[src/rtl/canon_voice_sequencer.sv]
// Four-voice round sequencer: plays a 32-step divider table on each voice,
// staggering voice entries by VOICE_OFFSET steps, with registered per-voice dividers.
module canon_voice_sequencer #(
  parameter int unsigned STEP_CLKS    = 6250000,
  parameter int unsigned GAP_CLKS     = 625000,
  parameter int unsigned VOICE_OFFSET = 8
) (
  input  logic        clk,
  input  logic        rst,
  input  logic        start,
  input  logic        stop,
  input  logic        loop_en,
  input  logic        cfg_we,
  input  logic [4:0]  cfg_addr,
  input  logic [11:0] cfg_data,
  output logic        busy,
  output logic [47:0] voice_div,
  output logic [3:0]  voice_active,
  output logic [4:0]  step_idx,
  output logic        step_strobe
);

  localparam logic [23:0] LAST_T = 24'(STEP_CLKS - 1);
  localparam logic [23:0] ON_T   = 24'(STEP_CLKS - GAP_CLKS);

  typedef enum logic {
    S_IDLE,
    S_PLAY
  } state_e;

  state_e      state_q, state_d;
  logic [23:0] timer_q, timer_d;
  logic [6:0]  g_q, g_d;
  logic [4:0]  pos_q [4];
  logic [4:0]  pos_d [4];
  logic [3:0]  active_q, active_d;
  logic [3:0]  done_q, done_d;
  logic [47:0] div_q, div_d;
  logic        strobe_q, strobe_d;
  logic        clear_all;
  logic        tbl_we;
  logic [11:0] rdata [4];
  logic [11:0] table_q [32];

  assign tbl_we = cfg_we && (state_q == S_IDLE);

  always_ff @(posedge clk) begin
    if (tbl_we) begin
      table_q[cfg_addr] <= cfg_data;
    end
  end

  always_comb begin
    state_d   = state_q;
    timer_d   = timer_q;
    g_d       = g_q;
    pos_d     = pos_q;
    active_d  = active_q;
    done_d    = done_q;
    strobe_d  = 1'b0;
    clear_all = 1'b0;
    div_d     = '0;
    for (int unsigned v = 0; v < 4; v++) begin
      rdata[v] = '0;
    end

    case (state_q)
      S_IDLE: begin
        if (start && !stop) begin
          state_d  = S_PLAY;
          timer_d  = '0;
          g_d      = '0;
          done_d   = '0;
          active_d = 4'b0001;
          for (int unsigned v = 0; v < 4; v++) begin
            pos_d[v] = '0;
          end
        end
      end
      S_PLAY: begin
        if (stop) begin
          state_d   = S_IDLE;
          clear_all = 1'b1;
        end else if (timer_q == LAST_T) begin
          timer_d  = '0;
          strobe_d = 1'b1;
          g_d      = (g_q == 7'd127) ? g_q : g_q + 7'd1;
          for (int unsigned v = 0; v < 4; v++) begin
            if (active_q[v]) begin
              pos_d[v] = pos_q[v] + 5'd1;
              if (pos_q[v] == 5'd31 && !loop_en) begin
                active_d[v] = 1'b0;
                done_d[v]   = 1'b1;
              end
            end else if (!done_q[v] && g_d == 7'(v * VOICE_OFFSET)) begin
              active_d[v] = 1'b1;
              pos_d[v]    = '0;
            end
          end
          // Last voice finishing ends playback; the boundary strobe still fires.
          if (done_d[3] && !done_q[3]) begin
            state_d   = S_IDLE;
            clear_all = 1'b1;
          end
        end else begin
          timer_d = timer_q + 24'd1;
        end
      end
      default: begin
        state_d   = S_IDLE;
        clear_all = 1'b1;
      end
    endcase

    if (clear_all) begin
      timer_d  = '0;
      g_d      = '0;
      active_d = '0;
      done_d   = '0;
      for (int unsigned v = 0; v < 4; v++) begin
        pos_d[v] = '0;
      end
    end

    // A write coinciding with start is forwarded so step 0 sees the new value.
    for (int unsigned v = 0; v < 4; v++) begin
      rdata[v] = (tbl_we && cfg_addr == pos_d[v]) ? cfg_data : table_q[pos_d[v]];
      if (state_d == S_PLAY && active_d[v] && timer_d < ON_T) begin
        div_d[12*v +: 12] = rdata[v];
      end
    end
  end

  always_ff @(posedge clk) begin
    if (rst) begin
      state_q  <= S_IDLE;
      timer_q  <= '0;
      g_q      <= '0;
      active_q <= '0;
      done_q   <= '0;
      div_q    <= '0;
      strobe_q <= 1'b0;
      for (int unsigned v = 0; v < 4; v++) begin
        pos_q[v] <= '0;
      end
    end else begin
      state_q  <= state_d;
      timer_q  <= timer_d;
      g_q      <= g_d;
      active_q <= active_d;
      done_q   <= done_d;
      div_q    <= div_d;
      strobe_q <= strobe_d;
      for (int unsigned v = 0; v < 4; v++) begin
        pos_q[v] <= pos_d[v];
      end
    end
  end

  assign busy         = (state_q == S_PLAY);
  assign voice_div    = div_q;
  assign voice_active = active_q;
  assign step_idx     = pos_q[0];
  assign step_strobe  = strobe_q;

endmodule

[config.mk]
export PLATFORM = sky130hd
export DESIGN_NAME = canon_voice_sequencer
export DESIGN_NICKNAME = d
export VERILOG_FILES = /design/src/rtl/canon_voice_sequencer.sv
export SDC_FILE = /design/constraint.sdc
export NUM_CORES = 2
export LEC_CHECK = 0
export CORE_ASPECT_RATIO = 2
export CORE_MARGIN = 2
export CORE_UTILIZATION = 35
export CTS_CLUSTER_SIZE = 40
export DETAILED_ROUTE_END_ITERATION = 12
export SYNTH_ARGS = -nofsm -noshare
export SYNTH_HDL_FRONTEND = slang
export SYNTH_SLANG_ARGS = --single-unit
[constraint.sdc]
create_clock -name clk -period 3.7 [get_ports clk]
set_input_delay 0.74 -clock clk [delete_from_list [all_inputs] [get_ports clk]]
set_output_delay 0.74 -clock clk [all_outputs]
set_load 0.005 [all_outputs]
Yosys cells after proc, flatten, opt, wreduce, memory -nomap -nowiden
Memory sizes are Yosys's and may differ from the RTL's. A register that Yosys moved wholly into a read port is not among the register bits.
Cells that the tools add are included.
- flip-flop bits (word level): 61
- bits in writable memories: 384
- input port bits: 23
- memories: 1
- $add $sub $neg: 6
- magnitude comparators: 1
- equality and inequality tests: 18
- multiplexer cells: 67
- bitwise gates (word level): 5
- reduce and logical (&&, ||, !) cells: 36
- memory list (memory ; depth ; bits a word ; rd ports ; clocked after memory_dff ; wr ports ; line ; text):
    table_q ; 32 ; 12 ; 4 ; 4 ; 1 ; 43 ; logic [11:0] table_q [32];
- operator list (kind ; number):
    $mux W24 ; 4
    $mux W20 ; 4
    $pmux W24 S2 ; 1
    $mux W5 ; 8
    $pmux W20 S2 ; 1
    $mux W1 ; 34
    $mux W4 ; 7
    $mux W7 ; 4
    $add A24 B1 Y24 const B ; 1
    $eq A24 B23 Y1 const B ; 1
    $lt A24 B23 Y1 const B ; 1
    $add A5 B1 Y5 const B ; 4
    $eq A5 B5 Y1 const B ; 4
    $logic_and A1 B1 Y1 ; 19
    $ne A2 B1 Y1 const B ; 8
    $pmux W4 S2 ; 2
    $reduce_and A5 Y1 ; 3
    $eq A7 B5 Y1 const B ; 2
    $pmux W7 S2 ; 1
    $reduce_or A2 Y1 ; 5
    $add A7 B1 Y7 const B ; 1
    $eq A7 B4 Y1 const B ; 1
    $eq A7 B7 Y1 const B ; 1
    $logic_not A7 Y1 ; 1
    6 further kinds ; 15

Depth between registers and ports, before layout
- word-level depth: 17
- mapped depth: 16
- depth with buffers taken out: 13

Worst setup path before layout
OpenSTA, ideal clock, no wires.
- path type: input-to-reg
- from: input port stop
- to: register div_q[7] (netlist: voice_div[7]) (read register of table_q)
- library setup time: 88 ps
- arrival time: 3396 ps
- data required time: 3612 ps
- setup slack: 216 ps
- stages: 13
- path buffers: 3
- cells stage by stage: buf_2 and3b_1 buf_2 nand2_1 xnor2_1 a32oi_2 a311oi_1 or4b_1 a2111o_1 a21oi_2 nand2_1 buf_4 o32ai_2
- cells in the longest elaborated chain, start to end: 9
- elaborated cells on any way between the ends: 24
- classes of those cells: 1 x order compare; 17 x mux; 1 x bitwise; 5 x reduce/logical
- ends and longest elaborated chain (what ; line ; text):
    from (decl) ; 11 ; input logic stop,
    $logic_not A1 Y1 ; 69 ; if (start && !stop) begin
    $logic_and A1 B1 Y1 ; 69 ;
    $mux W24 / $mux W4 (equally long branches) ; 69 ;
    $pmux W24 S2 / $pmux W4 S2 (equally long branches) ; 67 ; case (state_q)
    $mux W24 / $mux W4 (equally long branches) ; 115 ; if (clear_all) begin
    $lt A24 B23 Y1 / $logic_and A1 B1 Y1 (equally long branches) ; 128 ; if (state_d == S_PLAY && active_d[v] && timer_d < ON_T) begin
    $logic_and A1 B1 Y1 ; 128 ;
    $not A1 Y1 (no line) ; n/a ;
    $reduce_or A2 Y1 (no line) ; n/a ;
    to (decl) ; 38 ; logic [47:0] div_q, div_d;
Parallel ways exist; a longest one is shown, timed or not.
A chain may end at the register's enable or synchronous reset.

Worst setup path after layout
- from: register timer_q[13]
- to: register div_q[35] (netlist: voice_div[35]) (read register of table_q)
- cells in the longest elaborated chain, start to end: 9
- elaborated cells on any way between the ends: 26
- classes of those cells: 1 x add/sub; 1 x order compare; 1 x eq/ne; 19 x mux; 1 x bitwise; 3 x reduce/logical
- ends and longest elaborated chain (what ; line ; text):
    from (decl) ; 32 ; logic [23:0] timer_q, timer_d;
    from (signal assigned) ; 148 ; timer_q <= timer_d;
    $add A24 B1 Y24 / $eq A24 B23 Y1 (equally long branches) ; 106, 84 ;
    $mux W24 (tied with other cells) ; 84 ; end else if (timer_q == LAST_T) begin
    $mux W24 (tied with other cells) ; 81 ; if (stop) begin
    $pmux W24 S2 (tied with other cells) ; 67 ;
    $mux W24 / $mux W4 (equally long branches) ; 115 ;
    $lt A24 B23 Y1 / $logic_and A1 B1 Y1 (equally long branches) ; 128 ;
    $logic_and A1 B1 Y1 ; 128 ;
    $not A1 Y1 (no line) ; n/a ;
    $reduce_or A2 Y1 (no line) ; n/a ;
Parallel ways exist; a longest one is shown, timed or not.

==> tab_implementation.tex <==
\begin{tabular}{lr}
\hline
Metric & Value \\
\hline
\multicolumn{2}{l}{\textbf{Run status}} \\
Outcome & finished, violations left \\
Violated checks & setup timing \\
\multicolumn{2}{l}{\textbf{Pwr}} \\
Total power after layout & 13.35 mW \\
Cell area power density & approximately 310 mW/mm\^{}2 \\
Leakage power total & 17.01 nW \\
Maximum resistive drop on vdd & 0.3624 mV \\
\multicolumn{2}{l}{\textbf{Clock network}} \\
Number of levels in the clock H-tree & 2 \\
Number of sinks driven by the clock tree & 493 \\
Cts bufs inserted & 52 \\
Clock latency at the later pin of the worst-skew pair & 0.68 ns \\
Number of hold-repair buffers added at the cts stage & 0 \\
Clock-pin slew of the registers on the worst-case setup and hold paths & $\sim$0.08 ns \\
TritonCTS clock tree & done \\
Largest buffer count on any clock path & 3 \\
Clock root buffer & sky130\_fd\_sc\_hd\_\_clkbuf\_16 \\
\multicolumn{2}{l}{\textbf{Worst setup path}} \\
Worst reg2reg path startpoint & timer\_q[13]\$\_SDFF\_PP0\_ \\
Number of cells on the worst reg-to-reg path & 17 \\
Crit. End Element & flip-flop \\
Slowest cell delay on critical path & about 0.40 ns \\
Maximum net fanout on the critical path & 7 \\
Destination of the worst register-to-register timing path & voice\_div[35]\$\_SDFF\_PP0\_ \\
R2R Setup Slk & -0.005 ns \\
Number of buffer and inverter instances along the worst setup path & 7 \\
Cell count along the critical path & 17 \\
Setup CP Type & reg2reg \\
Req. time, crit path & 4.31 ns \\
Cell type group with the largest total delay on the critical path & buffers and inverters \\
Critical path's slowest cell & sky130\_fd\_sc\_hd\_\_o32a\_4 \\
Cell with the most instances on the worst path & sky130\_fd\_sc\_hd\_\_buf\_4 \\
Cells traversed along the worst timing path & nor4b\_2 > nand4\_1 > buf\_4 > nand4b\_1 > buf\_4 > o32a\_4 > nand2\_8 > buf\_12 > buf\_8 > buf\_4 > nand2\_1 > a32oi\_1 > a311oi\_1 > buf\_4 > a211o\_4 > nor3\_2 > buf\_4 \\
Launching element type of the critical path & flip-flop \\
Data arrival, critical path & 4.31 ns \\
\multicolumn{2}{l}{\textbf{GRT}} \\
First-pass GRT wire length & approximately 240 mm \\
Vias in the first global route & $\sim$33,000 \\
Initial antenna violation count & 8 \\
Pin count of the biggest net entering global routing & 38 \\
Overall routing resource usage & a little over a third \\
GRT Residual Overflow & 0 \\
\multicolumn{2}{l}{\textbf{Hold path}} \\
Hold crit path type & reg2reg \\
WHS Path Cells & 2 \\
Hold Path Sink & done\_q[0]\$\_SDFFE\_PP0P\_ \\
Hold Startpoint & done\_q[0]\$\_SDFFE\_PP0P\_ \\
\multicolumn{2}{l}{\textbf{Finish}} \\
Nets & around 4,400 \\
Share of post-route cells with drive strength above 1 & 25.69\% \\
Commonest non-fill, non-tap cell in the layout & sky130\_fd\_sc\_hd\_\_nand2\_1 \\
Synthesis-to-finish area growth & 37.47\% \\
Core utilization of the finished layout & 48.56\% \\
Finished layout cell area & 0.04342 sq mm \\
Cell Count, Final, Fillers Out & 5,551 \\
Commonest cells after routing, fill and taps aside & sky130\_fd\_sc\_hd\_\_nand2\_1 (1,010), sky130\_fd\_sc\_hd\_\_buf\_4 (600), sky130\_fd\_sc\_hd\_\_edfxtp\_1 (384), sky130\_fd\_sc\_hd\_\_nand3\_1 (340), sky130\_fd\_sc\_hd\_\_a21oi\_1 (187) \\
\multicolumn{2}{l}{\textbf{Timing}} \\
Number of endpoints failing setup at the final stage & 2 \\
Worst slew margin relative to its limit & about an eighth \\
Final Max Slew Viols & 0 \\
Worst setup margin & -0.005465 ns \\
Ratio of final minimum period to clock period & 100.1\% \\
Setup repair after global routing missed its margin & yes \\
Minimum clock period after layout & $\sim$3.7 ns \\
Number of failing hold endpoints at the final stage & 0 \\
Fin Clk Skew & roughly 0.037 ns \\
Transition time at the pin with the least slew margin & 1.302 ns \\
Maximum clock rate & roughly 270 MHz \\
\multicolumn{2}{l}{\textbf{Floorplanning}} \\
Horizontal die dimension & 216.4 um \\
Full die area & between 0.09 and 0.1 sq mm \\
Core ar. & 0.08940 sq mm \\
Number of cell rows & about 160 \\
Starting utilization of the core area & about a third \\
Number of ports placed on the die boundary & 82 \\
Die H & about 430 um \\
\multicolumn{2}{l}{\textbf{Route}} \\
Initial DRC Count & 5,225 \\
Detailed-routing iteration count for the pre-antenna-repair pass & 9 \\
Number of vias in the routed layout & 35,542 \\
Overall routed net length & 178.9 mm \\
DRC violations left & 0 \\
Detailed-route wire length per cell & 32.22 um \\
Post-route antenna net violation count & 0 \\
Vias per cell & roughly 6.4 \\
\multicolumn{2}{l}{\textbf{Synthesis}} \\
Post-synth ARST share & 0\% \\
Yosys warnings & 0 \\
Gate Count Post-Synth & about 3,700 \\
Yosys top cell by area & sky130\_fd\_sc\_hd\_\_edfxtp\_1 \\
Seq/Total Area, Yosys & a little over two fifths \\
Synthesized flop and latch total & around 490 \\
Most instantiated flip-flop cell in the synthesis netlist & sky130\_fd\_sc\_hd\_\_edfxtp\_1 \\
Nets in the synthesized netlist & around 3,800 \\
Largest cells by area after synthesis & sky130\_fd\_sc\_hd\_\_edfxtp\_1 (37\%), sky130\_fd\_sc\_hd\_\_nand2\_1 (12\%), sky130\_fd\_sc\_hd\_\_dfxtp\_1 (6.9\%) \\
Post-synthesis instance area & 0.03158 sq mm \\
Number of different library cells in the post-synthesis netlist & 98 \\
Area share of the leading cell type in the synthesized netlist & 36.51\% \\
Syn avg cell area & roughly 8.5 sq um \\
Post-synth EDFFs & 384 \\
\multicolumn{2}{l}{\textbf{Placement}} \\
Worst Setup Slack post-DPL & -0.8513 ns \\
HPWL after detailed placement & 126.8 mm \\
Placed cell area & slightly below 0.04 sq mm \\
Port Buffer Count & 81 \\
Routability congestion estimate & about 1.1 \\
Post-Place Cells & 5,363 \\
\multicolumn{2}{l}{\textbf{Flow run}} \\
Maximum Capacitance Violations & 0 \\
\hline
\end{tabular}
## report_power, final
group | switching (mW) | internal (mW) | total [mW]
clock | 2.61 | 3.24 | 5.85
combinational | 0.910 | 0.540 | 1.45
sequential | 0.0498 | 6.00 | 6.05
## worst max-delay path by stage
stage / start / to / slack [ns]
CTS: timer_q[0]$_SDFFE_PP0P_ / voice_div[4]$_SDFF_PP0_ / 0.0004
global placement: stop / voice_div[33]$_SDFF_PP0_ / -0.83
global route: timer_q[21]$_SDFF_PP0_ / voice_div[11]$_SDFF_PP0_ / -0.09
detailed placement: stop / voice_div[2]$_SDFF_PP0_ / -0.85
finish: timer_q[13]$_SDFF_PP0_ / voice_div[35]$_SDFF_PP0_ / -0.005
floorplan: stop / voice_div[7]$_SDFF_PP0_ / 0.22
## synth_stat cells (all sizes together), types with 64 or more instances
library cell and n:
nand3 344, clkbuf 164, a31oi 64, nor2 205, nor3 73, mux2i 168
a32oi 88, edfxtp 384, dfxtp 109, o21ai 75, buf 165, nand2 1020
a21oi 199
## cell type report
type,count,area (sq um)
multi-input combinational,2884,17340
fill,8403,45990
clock inverter,44,520.5
timing repair buffer,872,8945
inverter,22,82.58
antenna,6,15.01
tap,1177,1473
sequential,493,13730
clock buffer,53,1305
## worst min-delay path, stage by stage, from the launching register on
cell and delay (ns):
sky130_fd_sc_hd__dfxtp_1 0.34, sky130_fd_sc_hd__a21oi_1 0.04, sky130_fd_sc_hd__nor2_1 0.07
## cells by family (layout without fill, tap and decap cells)
logic type                 Yosys count  in the layout  synth area share (%)
and+or+nand+nor                   1882           1884                 26.88
AOI/OAI and AO/OA                  792            793                 18.13
DFF                                493            493                 43.42
buffers and inverters              351            991                 4.877
muxes                              178            178                 5.717
xor gates and xnor gates            19             19                0.5864
adders and majority gates           10             10                0.3962
other                                0              6                     0
## sequential cells by signal (all words and copies together), names as in the netlist
signal,cells
busy,1
done_q,4
g_q,7
pos_q,15
step_idx,5
step_strobe,1
table_q,384
timer_q,24
voice_active,4
voice_div,48
## timing repair
item                                    in CTS  in global routing
gates resized for setup                     66                178
cloned                                       4                 21
endpoints found under the setup margin      46                 47
setup buffers                               11                 51
pin swaps                                    8                 50
## routing by layer
metal,track usage (%),routed length [um],part of all wire [%],up-vias
li1,-,-,-,14932
met2,59.49,80960,45,2690
met1,39.86,58580,33,16955
met4,32.55,22220,12,2
met5,0,16,0.0089,-
met3,6.213,17070,9.5,963
## metrics by stage
stage	hold slack (ns)	TNS (ns)
3_3_place_gp	0.4493	-32.03
6_report	0.4798	-0.007972
4_1_cts	0.4768	0
2_1_floorplan	0.4302	0
5_1_grt	0.5092	-1.081
3_5_place_dp	0.4549	-33.14
Note: power is estimated with default switching activity, not from simulation.
